`config.mk`:
```
export PLATFORM = sky130hd
export DESIGN_NAME = chunked_adder
export DESIGN_NICKNAME = d
export VERILOG_FILES = /design/src/rtl/chunked_adder.sv
export SDC_FILE = /design/constraint.sdc
export NUM_CORES = 1
export LEC_CHECK = 0
export CORE_MARGIN = 1.5
export CORE_UTILIZATION = 40
export DETAILED_ROUTE_END_ITERATION = 10
export PLACE_DENSITY = 0.65
export SLEW_MARGIN = 40
export SYNTH_ARGS = -nofsm -noshare
export SYNTH_HDL_FRONTEND = slang
export SYNTH_SLANG_ARGS = --single-unit
```
`constraint.sdc`:
```
create_clock -name clk -period 4.2 [get_ports clk]
set_input_delay 0.84 -clock clk [delete_from_list [all_inputs] [get_ports clk]]
set_output_delay 0.84 -clock clk [all_outputs]
set_load 0.02 [all_outputs]
```
`src/rtl/chunked_adder.sv`:
```
// chunked_adder: multi-cycle WIDTH-bit adder that reuses one CHUNK-bit ripple
// slice per clock, with valid/ready handshakes on input and output.
// Ports: clk, reset (sync, active-high); in_valid/in_ready/a/b/cin (operand
// side); out_valid/out_ready/sum/cout (result side).
// Optional: define CHUNKED_ADDER_OVF_EN to add the signed-overflow output ovf.
module chunked_adder #(
    parameter int WIDTH = 32,
    parameter int CHUNK = 4
) (
    input  logic             clk,
    input  logic             reset,
    input  logic             in_valid,
    output logic             in_ready,
    input  logic [WIDTH-1:0] a,
    input  logic [WIDTH-1:0] b,
    input  logic             cin,
    output logic             out_valid,
    input  logic             out_ready,
    output logic [WIDTH-1:0] sum,
    output logic             cout
`ifdef CHUNKED_ADDER_OVF_EN
    ,
    output logic             ovf
`endif
);

    localparam int NCHUNK = WIDTH / CHUNK;
    localparam int IDXW   = (NCHUNK > 1) ? $clog2(NCHUNK) : 1;
    localparam logic [IDXW-1:0] LAST_IDX = IDXW'(NCHUNK - 1);

    if ((CHUNK < 1) || ((WIDTH % CHUNK) != 0)) begin : g_bad_params
        $error("chunked_adder: WIDTH must be a positive multiple of CHUNK");
    end

    typedef enum logic [1:0] {
        IDLE,
        RUN,
        DONE
    } state_t;

    state_t           state_q, state_d;
    logic [WIDTH-1:0] a_q, a_d;
    logic [WIDTH-1:0] b_q, b_d;
    logic [WIDTH-1:0] sum_q, sum_d;
    logic [IDXW-1:0]  idx_q, idx_d;
    logic             carry_q, carry_d;
    logic             cout_q, cout_d;
`ifdef CHUNKED_ADDER_OVF_EN
    logic             ovf_q, ovf_d;
`endif

    logic [CHUNK-1:0] a_chunk;
    logic [CHUNK-1:0] b_chunk;
    logic [CHUNK:0]   chunk_res;

    // The single shared slice: CHUNK+1 bits wide so the MSB is the carry out.
    always_comb begin
        a_chunk   = a_q[idx_q*CHUNK +: CHUNK];
        b_chunk   = b_q[idx_q*CHUNK +: CHUNK];
        chunk_res = {1'b0, a_chunk} + {1'b0, b_chunk}
                  + {{CHUNK{1'b0}}, carry_q};
    end

    always_comb begin
        state_d = state_q;
        a_d     = a_q;
        b_d     = b_q;
        sum_d   = sum_q;
        idx_d   = idx_q;
        carry_d = carry_q;
        cout_d  = cout_q;
`ifdef CHUNKED_ADDER_OVF_EN
        ovf_d   = ovf_q;
`endif
        unique case (state_q)
            IDLE: begin
                if (in_valid) begin
                    a_d     = a;
                    b_d     = b;
                    carry_d = cin;
                    idx_d   = '0;
                    state_d = RUN;
                end
            end
            RUN: begin
                sum_d[idx_q*CHUNK +: CHUNK] = chunk_res[CHUNK-1:0];
                carry_d = chunk_res[CHUNK];
                if (idx_q == LAST_IDX) begin
                    cout_d  = chunk_res[CHUNK];
                    idx_d   = '0;
                    state_d = DONE;
`ifdef CHUNKED_ADDER_OVF_EN
                    // Carry into the MSB is recovered as a^b^sum at that bit.
                    ovf_d = a_q[WIDTH-1] ^ b_q[WIDTH-1]
                          ^ sum_d[WIDTH-1] ^ chunk_res[CHUNK];
`endif
                end else begin
                    idx_d = idx_q + 1'b1;
                end
            end
            DONE: begin
                if (out_ready) begin
                    state_d = IDLE;
                end
            end
            default: begin
                state_d = IDLE;
            end
        endcase
    end

    always_ff @(posedge clk) begin
        if (reset) begin
            state_q <= IDLE;
            a_q     <= '0;
            b_q     <= '0;
            sum_q   <= '0;
            idx_q   <= '0;
            carry_q <= 1'b0;
            cout_q  <= 1'b0;
`ifdef CHUNKED_ADDER_OVF_EN
            ovf_q   <= 1'b0;
`endif
        end else begin
            state_q <= state_d;
            a_q     <= a_d;
            b_q     <= b_d;
            sum_q   <= sum_d;
            idx_q   <= idx_d;
            carry_q <= carry_d;
            cout_q  <= cout_d;
`ifdef CHUNKED_ADDER_OVF_EN
            ovf_q   <= ovf_d;
`endif
        end
    end

    assign in_ready  = (state_q == IDLE);
    assign out_valid = (state_q == DONE);
    assign sum       = sum_q;
    assign cout      = cout_q;
`ifdef CHUNKED_ADDER_OVF_EN
    assign ovf       = ovf_q;
`endif

endmodule

```
# After elaboration in Yosys (flattened, before gate mapping)
# Index checks and enable logic that the tools add are counted.
[word_totals] reg_bits=103 input_bits=69 out_inout_bits=35 wordCells=37
[classes] n_addsub=4 n_eq_ne=6 n_shift=4 mux=10 n_reduce_logical=6
[op_table] cell="32-bit by 6-bit indexed part select with 4-bit output" count=2
[op_table] cell="5-bit negator with 34-bit output" count=1
[op_table] cell="4-bit by 34-bit variable shift with 32-bit output, first input constant" count=1
[op_table] cell="4-bit by 34-bit indexed part select with 32-bit output" count=1
[op_table] cell="32-bit bitwise mux" count=1
[op_table] cell="2-bit two-way mux" count=3
[op_table] cell="3-bit two-way mux" count=2
[op_table] cell="2-bit case mux with 3 select lines" count=1
[op_table] cell="3-bit case mux with 2 select lines" count=1
[op_table] cell="2-bit AND reduction" count=3
[op_table] cell="4-bit by 4-bit adder with 5-bit output" count=1
[op_table] cell="5-bit by 1-bit adder with 5-bit output" count=1
[op_table] cell="2-bit inequality test, second input constant" count=2
[op_table] cell="3-bit by 1-bit adder with 3-bit output, second input constant" count=1
[op_table] cell="3-bit == test, second input constant" count=1
[op_table] cell="3-bit AND reduction" count=1
[op_table] cell="2-bit by 1-bit == test with 1-bit output, second input constant" count=1
[op_table] cell="2-bit == test, second input constant" count=1
[op_table] cell="2-bit logical NOT" count=1
[op_table] cell="2-bit by 1-bit inequality test with 1-bit output, second input constant" count=1
[op_table] cell="1-bit case mux with 2 select lines" count=1
[op_table] cell="2-bit nonzero test" count=1
[op_table] cell="1-bit two-way mux" count=1

# Logic depth before layout (Yosys ltp)
[logic_depth] depth_word=5 depth_mapped=11 depth_no_buf=9

# Least setup slack after synthesis
# Ideal clock, no wire load.
[synth_path] path_kind="flip-flop to flip-flop" from="register idx_q[0]" to="register carry_q" setup_ns=0.130 arrival_time_ns=2.685 required_ns=4.070 path_slack_ns=1.385 stages_incl_launch_ff=12 n_path_buf=2 period_less_slack_ns=2.815 cell_sequence="dfxtp_1 -> buf_6 -> buf_6 -> mux4_2 -> nand2_1 -> nand2_1 -> fa_1 -> fa_1 -> a21o_1 -> a21oi_1 -> nand2b_1 -> a31oi_1"
[synth_via] elab_chain_cells=4 elab_cells_between_ends=5 cone_classes="add/sub: 2; shift: 2; mux: 1"
[synth_lines] element="from (decl)" line_no="45" source="logic [IDXW-1:0] idx_q, idx_d;"
[synth_lines] element="from (signal assigned)" line_no="129" source="idx_q <= idx_d;"
[synth_lines] element="32-bit by 6-bit indexed part select with 4-bit output (on tied branches)" line_no="58, 59"
[synth_lines] element="4-bit by 4-bit adder with 5-bit output (*)" line_no="60" source="chunk_res = {1'b0, a_chunk} + {1'b0, b_chunk}"
[synth_lines] element="5-bit by 1-bit adder with 5-bit output (*)" line_no="61" source="+ {{CHUNK{1'b0}}, carry_q};"
[synth_lines] element="1-bit case mux with 2 select lines (*)" line_no="75" source="unique case (state_q)"
[synth_lines] element="to (signal assigned)" line_no="130" source="carry_q <= carry_d;"
[synth_lines] element="to (decl)" line_no="46" source="logic carry_q, carry_d;"
# Mark *: on every way between the ends. The rest lies on a longest branch, timed or not.
# A chain may end at the register's enable or synchronous reset.

# Worst setup path in the final report
[layout_path] from="register idx_q[0]" to="register sum_q[22] (netlist: sum[22])"
[layout_via] elab_chain_cells=5 elab_cells_between_ends=8 cone_classes="add/sub: 3; shift: 4; mux: 1"
[layout_lines] element="32-bit by 6-bit indexed part select with 4-bit output (on tied branches)" line_no="58, 59"
[layout_lines] element="4-bit by 4-bit adder with 5-bit output" line_no="60"
[layout_lines] element="5-bit by 1-bit adder with 5-bit output" line_no="61"
[layout_lines] element="4-bit by 34-bit indexed part select with 32-bit output" line_no="86" source="sum_d[idx_q*CHUNK +: CHUNK] = chunk_res[CHUNK-1:0];"
[layout_lines] element="32-bit bitwise mux (*)" line_no="86"
[layout_lines] element="to (signal assigned)" line_no="128" source="sum_q <= sum_d;"
[layout_lines] element="to (decl)" line_no="44" source="logic [WIDTH-1:0] sum_q, sum_d;"
# Marks and branches as above.

==> metrics.yaml <==
io_buffers: 103
clk_latency_ns: 0.34
final.period_utilization_pct: 75.8
async_reset_ff_share_pct: 0
clk_pin_slew_ns: 0.07
cp-startpoint: "idx_q[0]"
grt_max_degree: 112
finalHoldViolCount: 0
synthTopCellsByArea: "dfxtp_1 44%, nand2_1 14%, a21oi_1 8.9%"
grt_pass1_wl_um: 18300
root_buffer: "clkbuf_16"
syn_to_final_growth_pct: 28.2
end_kind: "flip-flop"
hold_class: "flip-flop to flip-flop"
rr_worst_depth: 9
outcome: "finished clean"
r2r-end: "sum[22]"
fmax_ghz: 0.314
setup_viol: 0
combPwrFrac_pct: 13.7
drt_first_pass_iters: 5
drt_wl_total_um: 11000
antenna_found_initial: 0
slew_headroom_pct: 46.4
place_congestion: 0.809
p_int_mw: 1.63
dr_total_vias: 3923
hold_buffers: 0
yosysWarnings: 0
p_sw_share_pct: 26.1
io_pins: 104
fin_crit_ns: 3.18
std_cell_rows: 39
clockBufferDepth: 2
p_per_area_mw_per_mm2: 365
cp_max_fo: 17
whs_endpoint: "b_q[14]"
synth_seq_area_share_pct: 43.8
synth.distinct_cells: 47
reg2reg_setup_slack_ns: 1.02
fp.dieArea_mm2: 0.0124
cts-resized-gates: 0
final_common_cell: "nand2_1"
final_cell_mix: "174 x nand2_1, 102 x dfxtp_1, 102 x clkdlybuf4s50_1"
min_path_cells: 2
antenna_cells: 0
nets: 690
die_w_um: 112
rsz0062_at_grt: "no"
critical_path_arrival_ns: 3.39
tightest_slew_ns: 0.805
avgViaCountPerCell: 5.18
vdd_drop_max_v: 0.000220
synth_area_per_cell_um2: 8.91
hpwl_um: 7860
h-tree-depth: 3
synth_area_mm2: 0.00471
synth_edf_count: 0
crit_required_ns: 4.40
p_leak_nw: 2.27
cap_violations: 0
cts_tree: "built"
cts_setup_buffers: 0
ys_ff_latch: 103
grt_usage_pct: 18.0
hp-start: "b_q[14]"
tns_ns: 0
numClockSinks: 103
fin_util_pct: 52.7
yosys.area.top_type_share_pct: 43.8
reg2reg_from: "idx_q[0]"
p_clk_share_pct: 38.8
drive_gt1_share_pct: 11.1
initial_core_util_pct: 41.1
ant_nets: 0
first_global_vias: 3890
start_kind: "flip-flop"
critical_path_class: "flip-flop to flip-flop"
cts_buffers: 9
ys.flop_type: "dfxtp_1"
die_h_um: 112
drc: 0
seq_power_share_pct: 47.5
p_sw_mw: 0.577
core_area_mm2: 0.0115
synth_top_area_cell: "dfxtp_1"
grt_overflow: 0
drv_slew: 0
drt_iter0_drc: 214
fin_worst_skew_ns: 0.00780
wire_per_inst_um: 14.5
syn_inst: 529
synth_nets: 610
[state kept, by name (all words and copies together) (netlist names)]
| register | cells |
|---|---|
| a_q | 32 |
| b_q | 32 |
| carry_q | 1 |
| cout | 1 |
| idx_q | 3 |
| state_q | 2 |
| sum | 32 |
[per-stage QoR]
step | total power [mW] | instances | instance area (µm²) | hold slack (ns) | setup slack [ns]
after global routing | 2.29 | 757 | 6040 | 0.473 | 0.794
after CTS | 2.22 | 757 | 6040 | 0.454 | 0.965
final | 2.21 | 757 | 6040 | 0.454 | 1.02
after detailed placement | 1.38 | 741 | 5730 | 0.444 | 0.996
after global placement | 1.37 | 741 | 5730 | 0.441 | 1.02
after floorplan | 1.26 | 529 | 4710 | 0.433 | 1.39
[cells by family after synthesis]
logic type	Yosys count	share of synthesized area (%)
AO/OA/AOI/OAI	101	13.0
XOR/XNOR	3	0.717
adder cells (fa/ha/maj)	12	3.51
buffers and inverters	41	4.91
flip-flops	103	43.8
multiplexers	24	9.35
AND/OR/NAND/NOR	245	24.8
[final cells by class]
class | count | area [µm²]
Multi-Input combinational cell | 385 | 2420
Timing Repair Buffer | 106 | 1050
Fill cell | 1069 | 5430
Clock inverter | 7 | 80.1
Clock buffer | 9 | 225
Sequential cell | 103 | 2060
Inverter | 4 | 15.0
Tap cell | 143 | 179
[critical path, stage by stage, from the launching register on]
cell	delay, ns
dfxtp_2	0.71
mux4_2	0.57
nand2_1	0.08
nand2_1	0.09
fa_1	0.44
fa_1	0.45
xnor2_1	0.37
nor2_1	0.13
mux2i_1	0.15
nor2_1	0.05
[worst max-delay path by stage]
stage,end,cells past startpoint
after floorplan,carry_q,11
after global placement,sum[22],9
after detailed placement,sum[22],9
after CTS,sum[22],9
after global routing,sum[10],9
final,sum[22],9
[power groups by stage]
stage / Sequential [mW] / Clock [mW] / Combinational [mW]
final: 1.05 / 0.856 / 0.303
after global routing: 1.05 / 0.908 / 0.333
after CTS: 1.05 / 0.868 / 0.306
after detailed placement: 1.07 / 0 / 0.304
after global placement: 1.07 / 0 / 0.299
after floorplan: 1.06 / 0 / 0.206
[per-layer routing]
layer  routed length, µm  global-route usage, %  part of all wire [%]  vias to the layer above
met1                5140                   24.3                    47                     1836
li1                    -                      -                     -                     1962
met5                   0                      0                     0                        -
met4                 146                   5.40                   1.3                        0
met2                5130                   29.8                    47                      114
met3                 539                   2.94                   4.9                       11
[Yosys cell counts, types with 2 or more instances]
library cell / count
a21oi_1: 84
nand3b_1: 10
a21o_1: 2
buf_2: 7
buf_6: 5
and2_1: 2
clkbuf_1: 16
nand4b_2: 4
nand2_1: 175
o41ai_2: 6
mux4_2: 16
nand2b_1: 2
nand3_1: 16
and3_1: 2
nor4b_2: 2
mux2i_1: 8
or3b_1: 2
inv_1: 2
a31oi_1: 2
nor2_2: 2
nor2_1: 16
dfxtp_1: 103
nor3b_2: 2
nand3_2: 2
fa_1: 2
o31ai_1: 2
ha_1: 10
buf_4: 8
No activity file was read; power rests on OpenSTA's default activity.
